[config.mk]
export PLATFORM = sky130hd
export DESIGN_NAME = auto_codebreaker
export DESIGN_NICKNAME = d
export VERILOG_FILES = /design/src/rtl/auto_codebreaker.sv
export SDC_FILE = /design/constraint.sdc
export NUM_CORES = 1
export LEC_CHECK = 0
export ABC_AREA = 1
export CELL_PAD_IN_SITES_DETAIL_PLACEMENT = 1
export CELL_PAD_IN_SITES_GLOBAL_PLACEMENT = 1
export CORE_ASPECT_RATIO = 1.2
export CORE_MARGIN = 2
export CORE_UTILIZATION = 49
export DETAILED_ROUTE_END_ITERATION = 16
export PLACE_DENSITY_LB_ADDON = 0.1
export SLEW_MARGIN = 20
export SYNTH_ARGS = -nofsm -noshare
export SYNTH_HDL_FRONTEND = slang
export SYNTH_SLANG_ARGS = --single-unit
[constraint.sdc]
create_clock -name clock -period 8.87 [get_ports clock]
set_input_delay 2.2175 -clock clock [delete_from_list [all_inputs] [get_ports clock]]
set_output_delay 2.2175 -clock clock [all_outputs]
set_load 0.02 [all_outputs]
[src/rtl/auto_codebreaker.sv]
// Automatic Mastermind player: plays one game per go request, choosing each guess as
// the first candidate consistent with every graded guess so far.
module auto_codebreaker #(
  parameter int HIST_DEPTH = 10
) (
  input  logic        clock,
  input  logic        reset,
  input  logic        go,
  input  logic [2:0]  feedback0,
  input  logic [2:0]  feedback1,
  input  logic [2:0]  feedback2,
  input  logic [2:0]  feedback3,
  input  logic        won,
  input  logic        lost,
  output logic        start_game,
  output logic        grade_it,
  output logic [11:0] guess,
  output logic        busy,
  output logic        solved,
  output logic        failed,
  output logic [3:0]  guesses_used
);

  localparam int IW = $clog2(HIST_DEPTH + 1);
  localparam logic [IW-1:0] DEPTH      = IW'(HIST_DEPTH);
  localparam logic [IW-1:0] DEPTH_LAST = IW'(HIST_DEPTH - 1);

  typedef enum logic [2:0] {
    S_IDLE, S_START, S_SEARCH, S_PRESENT, S_HOLD, S_SAMPLE, S_DONE
  } state_t;

  state_t        state_q, state_d;
  logic [IW-1:0] hcount_q, hcount_d;
  logic [IW-1:0] hidx_q, hidx_d;
  logic [11:0]   cand_q, cand_d;
  logic [11:0]   guess_q, guess_d;
  logic          solved_q, solved_d;
  logic          failed_q, failed_d;
  logic [3:0]    used_q, used_d;

  logic [17:0]   hist_q [HIST_DEPTH];
  logic          hist_we;
  logic [17:0]   hist_rd;
  logic [5:0]    cand_grade;

  logic [2:0]    fb [4];
  logic [3:0]    fb_red, fb_white;
  logic [2:0]    s_red, s_white;

  // Grades guess g against pattern p: {red, white}, reds claimed before whites.
  function automatic logic [5:0] grade(input logic [11:0] g, input logic [11:0] p);
    logic [2:0] gp [4];
    logic [2:0] pp [4];
    logic [3:0] pused, gred;
    logic [2:0] red, white;
    logic       found;
    red   = 3'd0;
    white = 3'd0;
    pused = 4'd0;
    gred  = 4'd0;
    for (int i = 0; i < 4; i++) begin
      gp[i] = g[11-3*i -: 3];
      pp[i] = p[11-3*i -: 3];
    end
    for (int i = 0; i < 4; i++) begin
      if (gp[i] == pp[i]) begin
        red      = red + 3'd1;
        pused[i] = 1'b1;
        gred[i]  = 1'b1;
      end
    end
    for (int i = 0; i < 4; i++) begin
      found = 1'b0;
      for (int j = 0; j < 4; j++) begin
        if (!gred[i] && !found && !pused[j] && gp[i] == pp[j]) begin
          found    = 1'b1;
          pused[j] = 1'b1;
          white    = white + 3'd1;
        end
      end
    end
    return {red, white};
  endfunction

  assign fb[0] = feedback0;
  assign fb[1] = feedback1;
  assign fb[2] = feedback2;
  assign fb[3] = feedback3;

  genvar gi;
  generate
    for (gi = 0; gi < 4; gi++) begin : g_fb
      assign fb_red[gi]   = (fb[gi] == 3'b111);
      assign fb_white[gi] = (fb[gi] == 3'b001);
    end
  endgenerate

  assign s_red   = 3'(fb_red[0])   + 3'(fb_red[1])   + 3'(fb_red[2])   + 3'(fb_red[3]);
  assign s_white = 3'(fb_white[0]) + 3'(fb_white[1]) + 3'(fb_white[2]) + 3'(fb_white[3]);

  // History guess drives the guess operand, the candidate drives the pattern operand.
  assign hist_rd    = hist_q[hidx_q];
  assign cand_grade = grade(hist_rd[17:6], cand_q);

  always_ff @(posedge clock) begin
    if (hist_we) begin
      hist_q[hcount_q] <= {guess_q, s_red, s_white};
    end
  end

  always_ff @(posedge clock or negedge reset) begin
    if (!reset) begin
      state_q  <= S_IDLE;
      hcount_q <= '0;
      hidx_q   <= '0;
      cand_q   <= 12'd0;
      guess_q  <= 12'd0;
      solved_q <= 1'b0;
      failed_q <= 1'b0;
      used_q   <= 4'd0;
    end else begin
      state_q  <= state_d;
      hcount_q <= hcount_d;
      hidx_q   <= hidx_d;
      cand_q   <= cand_d;
      guess_q  <= guess_d;
      solved_q <= solved_d;
      failed_q <= failed_d;
      used_q   <= used_d;
    end
  end

  always_comb begin
    state_d    = state_q;
    hcount_d   = hcount_q;
    hidx_d     = hidx_q;
    cand_d     = cand_q;
    guess_d    = guess_q;
    solved_d   = solved_q;
    failed_d   = failed_q;
    used_d     = used_q;
    hist_we    = 1'b0;
    start_game = 1'b0;
    grade_it   = 1'b0;
    case (state_q)
      S_IDLE, S_DONE: begin
        if (go) state_d = S_START;
      end
      S_START: begin
        start_game = 1'b1;
        hcount_d   = '0;
        hidx_d     = '0;
        cand_d     = 12'd0;
        used_d     = 4'd0;
        solved_d   = 1'b0;
        failed_d   = 1'b0;
        state_d    = S_SEARCH;
      end
      S_SEARCH: begin
        if (hidx_q == hcount_q) begin
          guess_d = cand_q;
          state_d = S_PRESENT;
        end else if (cand_grade == hist_rd[5:0]) begin
          hidx_d = hidx_q + 1'b1;
        end else if (cand_q == 12'hFFF) begin
          failed_d = 1'b1;
          state_d  = S_DONE;
        end else begin
          cand_d = cand_q + 12'd1;
          hidx_d = '0;
        end
      end
      S_PRESENT: begin
        grade_it = 1'b1;
        state_d  = S_HOLD;
      end
      S_HOLD: begin
        state_d = S_SAMPLE;
      end
      S_SAMPLE: begin
        hist_we  = (hcount_q != DEPTH);
        hcount_d = (hcount_q == DEPTH) ? hcount_q : hcount_q + 1'b1;
        used_d   = used_q + 4'd1;
        // Outcome priority: win, loss, full history, exhausted candidates.
        if (won) begin
          solved_d = 1'b1;
          state_d  = S_DONE;
        end else if (lost || hcount_q >= DEPTH_LAST || cand_q == 12'hFFF) begin
          failed_d = 1'b1;
          state_d  = S_DONE;
        end else begin
          cand_d  = cand_q + 12'd1;
          hidx_d  = '0;
          state_d = S_SEARCH;
        end
      end
      default: state_d = S_IDLE;
    endcase
  end

  assign guess        = guess_q;
  assign busy         = (state_q != S_IDLE) && (state_q != S_DONE);
  assign solved       = solved_q;
  assign failed       = failed_q;
  assign guesses_used = used_q;

endmodule

# ---- Word-level counts from Yosys, hierarchy flattened
# Memories as Yosys holds them, arrays and structs flattened.
# Index checks and enable logic that the tools add are counted.
dict set report totals {
  reg_bits 41
  ramBits 180
  input_bits 17
  output_inout_bits 21
  elab_cells 256
  n_memories 1
}
dict set report op_classes {
  n_addsub 28
  n_lt_le_gt_ge 1
  eq_ne 49
  muxes 83
  n_reduce_logical 86
}
# memory depth word_bits read_ports rd_ports_with_merged_regs write_ports line
set mem_list {}
lappend mem_list {hist_q 10 18 1 0 1 41} ;# logic [17:0] hist_q [HIST_DEPTH];
# cell n
set ops {}
lappend ops {{3-bit two-way mux} 24}
lappend ops {{12-bit two-way mux} 5}
lappend ops {{3-bit by 1-bit adder with 3-bit output, second input constant} 18}
lappend ops {{3-bit == test} 16}
lappend ops {{1-bit logical AND} 44}
lappend ops {{1-bit two-way mux} 41}
lappend ops {{12-bit one-hot mux with 3 select lines} 1}
lappend ops {{1-bit zero test} 28}
lappend ops {{4-bit two-way mux} 6}
lappend ops {{3-bit == test, second input constant} 7}
lappend ops {{2-bit != test, second input constant} 10}
lappend ops {{3-bit one-hot mux with 6 select lines} 1}
lappend ops {{4-bit one-hot mux with 2 select lines} 2}
lappend ops {{3-bit by 1-bit == test with 1-bit output, second input constant} 5}
lappend ops {{12-bit by 1-bit adder with 12-bit output, second input constant} 1}
lappend ops {{4-bit by 1-bit adder with 4-bit output, second input constant} 3}
lappend ops {{12-bit == test, second input constant} 1}
lappend ops {{3-bit != test, second input constant} 4}
lappend ops {{4-bit one-hot mux with 3 select lines} 1}
lappend ops {{6-bit AND reduction} 2}
lappend ops {{2-bit by 1-bit adder with 3-bit output} 2}
lappend ops {{3-bit by 1-bit adder with 3-bit output} 2}
lappend ops {{3-bit by 2-bit == test with 1-bit output, second input constant} 2}
lappend ops {{6-bit == test} 1}
lappend ops {{other kinds (15)} 20}

# ---- Logic depth before layout (Yosys ltp)
# An unclocked memory read counts as a cell.
dict set report depth {
  depth_word 49
  depth_mapped 67
}

# ---- Least setup slack after synthesis
# Ideal clock, no wire load.
dict set report synth_timing {
  path_kind {register to register}
  from {reg hidx_q[0]}
  to {reg cand_q[3]}
  arrival_time_ps 7388
  path_slack_ps 1361
  path_stages_with_launch 64
  path_buffers 3
  synth_period_minus_slack_ps 7509
  path_cell_list {dfrtp_1 > buf_6 > buf_6 > or2_0 > nand3_1 > nand3_1 > nand3_1 > nand2_1 > nand2_1 > nand2_1 > nand3_2 > ha_1 > nand2_1 > inv_1 > nand2_1 > nor2_1 > nor2_1 > nand2_2 > [28 not listed] > nand2_1 > ha_1 > nand2_1 > nand2_1 > ha_1 > nand2_1 > nand2_1 > nand2_1 > nand2_1 > nand2_1 > nand3_1 > a21oi_1 > nand2_1 > nor2_4 > nand3_4 > nand2_4 > buf_6 > o21ai_1}
}
dict set report synth_between {
  elab_chain_cells 48
  elab_cells_between_ends 159
  cone_classes {add/sub: 18; eq/ne: 20; mux: 48; reduce/logical: 72; memory: 1}
}
# element line
set synth_rtl {}
lappend synth_rtl {{from (decl)} 34} ;# logic [IW-1:0] hidx_q, hidx_d;
lappend synth_rtl {{from (signal assigned)} 124} ;# hidx_q <= hidx_d;
lappend synth_rtl {{branches (longest 47 deep; another with memory 10 x 18 bit)} n/a}
lappend synth_rtl {{6-bit AND reduction (no line) (*)} n/a}
lappend synth_rtl {{to (signal assigned)} 125} ;# cand_q <= cand_d;
lappend synth_rtl {{to (decl)} 35} ;# logic [11:0] cand_q, cand_d;
# Mark *: on every way between the ends.
# A chain may end at the register's enable or synchronous reset.

# ---- Final worst setup path
dict set report layout_timing {
  from {reg hidx_q[0]}
  to {reg cand_q[7]}
}
# Same word-level chain as after synthesis.

==> metrics.txt <==
I/O pin count=38; worst hold path class=flip-flop to flip-flop; Synth async-reset ratio=18.6%; Die Footprint=0.0258 mm²; placed cell areas=0.0128 mm²; syn nets=1,333; Worst Path Required=around 9.3 ns; number of global-route vias before repair=just under 10,000; CP bufs+invs=4; DRT Pass-1 Iters=5; CP startpoint kind=flip-flop; routed wl met2=about 18,000 µm; Syn-to-layout area delta=15.3%; fin. max-slew vios=5; Starting Density=50.0%; grt total ovfl=0; vias=roughly 9,500; period utilization=between 90% and 100%; outcome=finished with violations; clock-pin slew on the worst setup and hold paths=around 0.070 ns; layout cells sized above 1=15.8%; Final Instance Area=0.0139 mm²; Max FO, Critical Path=14; Worst setup EP type=flip-flop; peak supply drop=0.000212 V; Netlist cell types=55; Power Total=4.11 mW; CP Depth=61; Mapped Area=0.0120 mm²; clock sinks=221; Seq cells post-synth=between 200 and 250; drt total wl=35,000 µm; HPWL after DPL=22,800 µm; ys flop type=edfxtp_1; first-pass GRT wire length=53,500 µm; TritonCTS buffer count=24; initial antenna violation count=0; largest area contributor in the netlist=edfxtp_1; CTS Hold Bufs=0; PortBufs=37; reg2reg end=cand_q[7]; vias per std cell=~5.6; Max-Slew Margin vs Limit=-7.13%; n_diodes=0; Worst Hold Depth=2; wire length per cell=just over 20 µm; minimum clock period=8.24 ns; RePlAce Congestion=between 0.8 and 0.9; MaxCap Viol Count=1; crit path to=cand_q[7]; Reg2Reg Setup Slack=0.63 ns; Synth top cells by count=353 x nand2_1, 180 x edfxtp_1, 157 x nand3_1, 117 x inv_1, 73 x nor2_1; Crit. Startpoint=hidx_q[0]; Die Y=176 µm; most frequent cell after synthesis=nand2_1; nets=1,392; delay-heaviest family, CP=simple AND/OR/NAND/NOR gates; Row Count=62; largest cells by area after synthesis=edfxtp_1 45%, nand2_1 11%, dfrtp_1 8.5%, nand3_1 6.5%, inv_1 3.6%; Post-Place Cells=about 1,600; TritonCTS clock tree=yes; Worst path slowest cell=dfrtp_4; failing checks=capacitance limit, slew limit; Arr. time, crit path=roughly 8.7 ns; CP most frequent cell=nand2_1; Clock Skews=0.0172 ns; Die Wd=147 µm; Root Buffer=clkbuf_16; highest clock rate=0.121 GHz; worst r2r path cells=61; EDFF count, synth=180; met1 WL=roughly 14,000 µm; LEAKAGE=5.88 nW; GRT Resource Usage Total=26.6%; Max Buffers Root-to-Sink=3; core area=~0.024 mm²; pwr/cell area=297 mW/mm²; final setup fails=0; top-area cell type share of the netlist area=44.9%; Slew @ Worst Pin=1.59 ns; Final Hold Fails=0; clk_lat worst skew=0.52 ns; H-tree levels=1; Max Used Layer=met4; pre-CTS setup slack=0.250 ns; Syn Area/Cell=9.35 µm²; register area share after synthesis=53.4%; Residual DRC=0; Critical R2R Launch=hidx_q[0]; Syn Inst Count=between 1,000 and 1,500; critical path type=flip-flop to flip-flop; final setup margin=about 0.63 ns; yosys warns=0; routed wl met3=1650 µm; slowest stage delay, CP=between 0.5 and 0.6 ns; post-route ant nets=0; largest net degree at the start of global routing=between 40 and 50; Iter 0 DRT Violations=648; fin cells=1,684
[metrics by stage]
step	hold WS [ns]	TNS [ns]	utilization [%]
global placement	0.462	0	53.0
detailed placement	0.463	0	53.0
floorplan	0.507	0	-
global route	0.507	-0.577	57.7
finish	0.478	0	57.7
CTS	0.479	0	56.5
[cells by family after synthesis]
| family | count (synthesis) | synth area share [%] |
|---|---|---|
| simple gates | 712 | 28.2 |
| flops | 221 | 53.4 |
| buf+inv | 182 | 6.87 |
| compound gates | 105 | 5.60 |
| xor+xnor | 37 | 2.69 |
| fa+ha+maj | 29 | 3.14 |
| mux | 1 | 0.0832 |
[worst min-delay path by stage]
stage / start / end
after floorplan: state_q[1] / state_q[1]
after global placement: solved / solved
after detailed placement: solved / solved
after CTS: solved / solved
after global routing: solved / solved
final: solved / solved
[per-layer routing]
metal	up-vias	global-route usage, %
li1	4440	-
met1	4702	33.9
met2	238	47.3
met3	83	3.27
met4	0	8.89
met5	-	0
[power breakdown]
part | internal (mW) | total, mW | switching (mW)
clock | 0.633 | 1.05 | 0.420
combinational | 0.601 | 1.81 | 1.21
sequential | 1.18 | 1.25 | 0.0653
[layout make-up]
class                   count  area, µm²
multi-input cells         887       4920
clock inverters            15        156
repair buffers             76        724
well taps                 320        400
flip-flops and latches    221       6430
fillers                  2743      10200
clock buffers              29        681
repair inverters            1       11.3
inverters                 135        541
[flip-flops by register name, indices dropped and copies added (netlist names)]
name and flops:
cand_q 12, failed 1, guess 12, guesses_used 4
hcount_q 4, hidx_q 4, hist_q 180, solved 1
state_q 3
[repair_timing]
item	in CTS	in global routing
resized for setup	0	24
endpoints found under the setup margin	0	20
setup buffers	0	10
[layout by cell type, fill, tap and decap left out, drive strengths merged, types with 2 or more instances in the layout]
| cell type | instances |
|---|---|
| a22o | 2 |
| a32o | 4 |
| nand3b | 6 |
| clkbuf | 31 |
| fa | 2 |
| o21ai | 48 |
| or3b | 3 |
| bufinv | 3 |
| ha | 27 |
| o31ai | 5 |
| inv | 131 |
| nand3 | 177 |
| nor2 | 84 |
| clkinv | 16 |
| nor4 | 4 |
| nand4 | 16 |
| dfrtp | 41 |
| xnor2 | 2 |
| nand2 | 391 |
| a21oi | 32 |
| buf | 38 |
| xor2 | 35 |
| nor3 | 19 |
| a221oi | 7 |
| clkdlybuf4s50 | 36 |
| or2 | 12 |
| edfxtp | 180 |
| o211ai | 5 |
[worst reg2reg max path, delay by kind of cell, from the launching register on]
family	cells	cell delay, ns
simple gates	44	4.17
buf+inv	4	0.44
compound gates	2	0.21
flops	1	0.59
fa+ha+maj	11	2.74
Power figures use the tool's default switching activity.
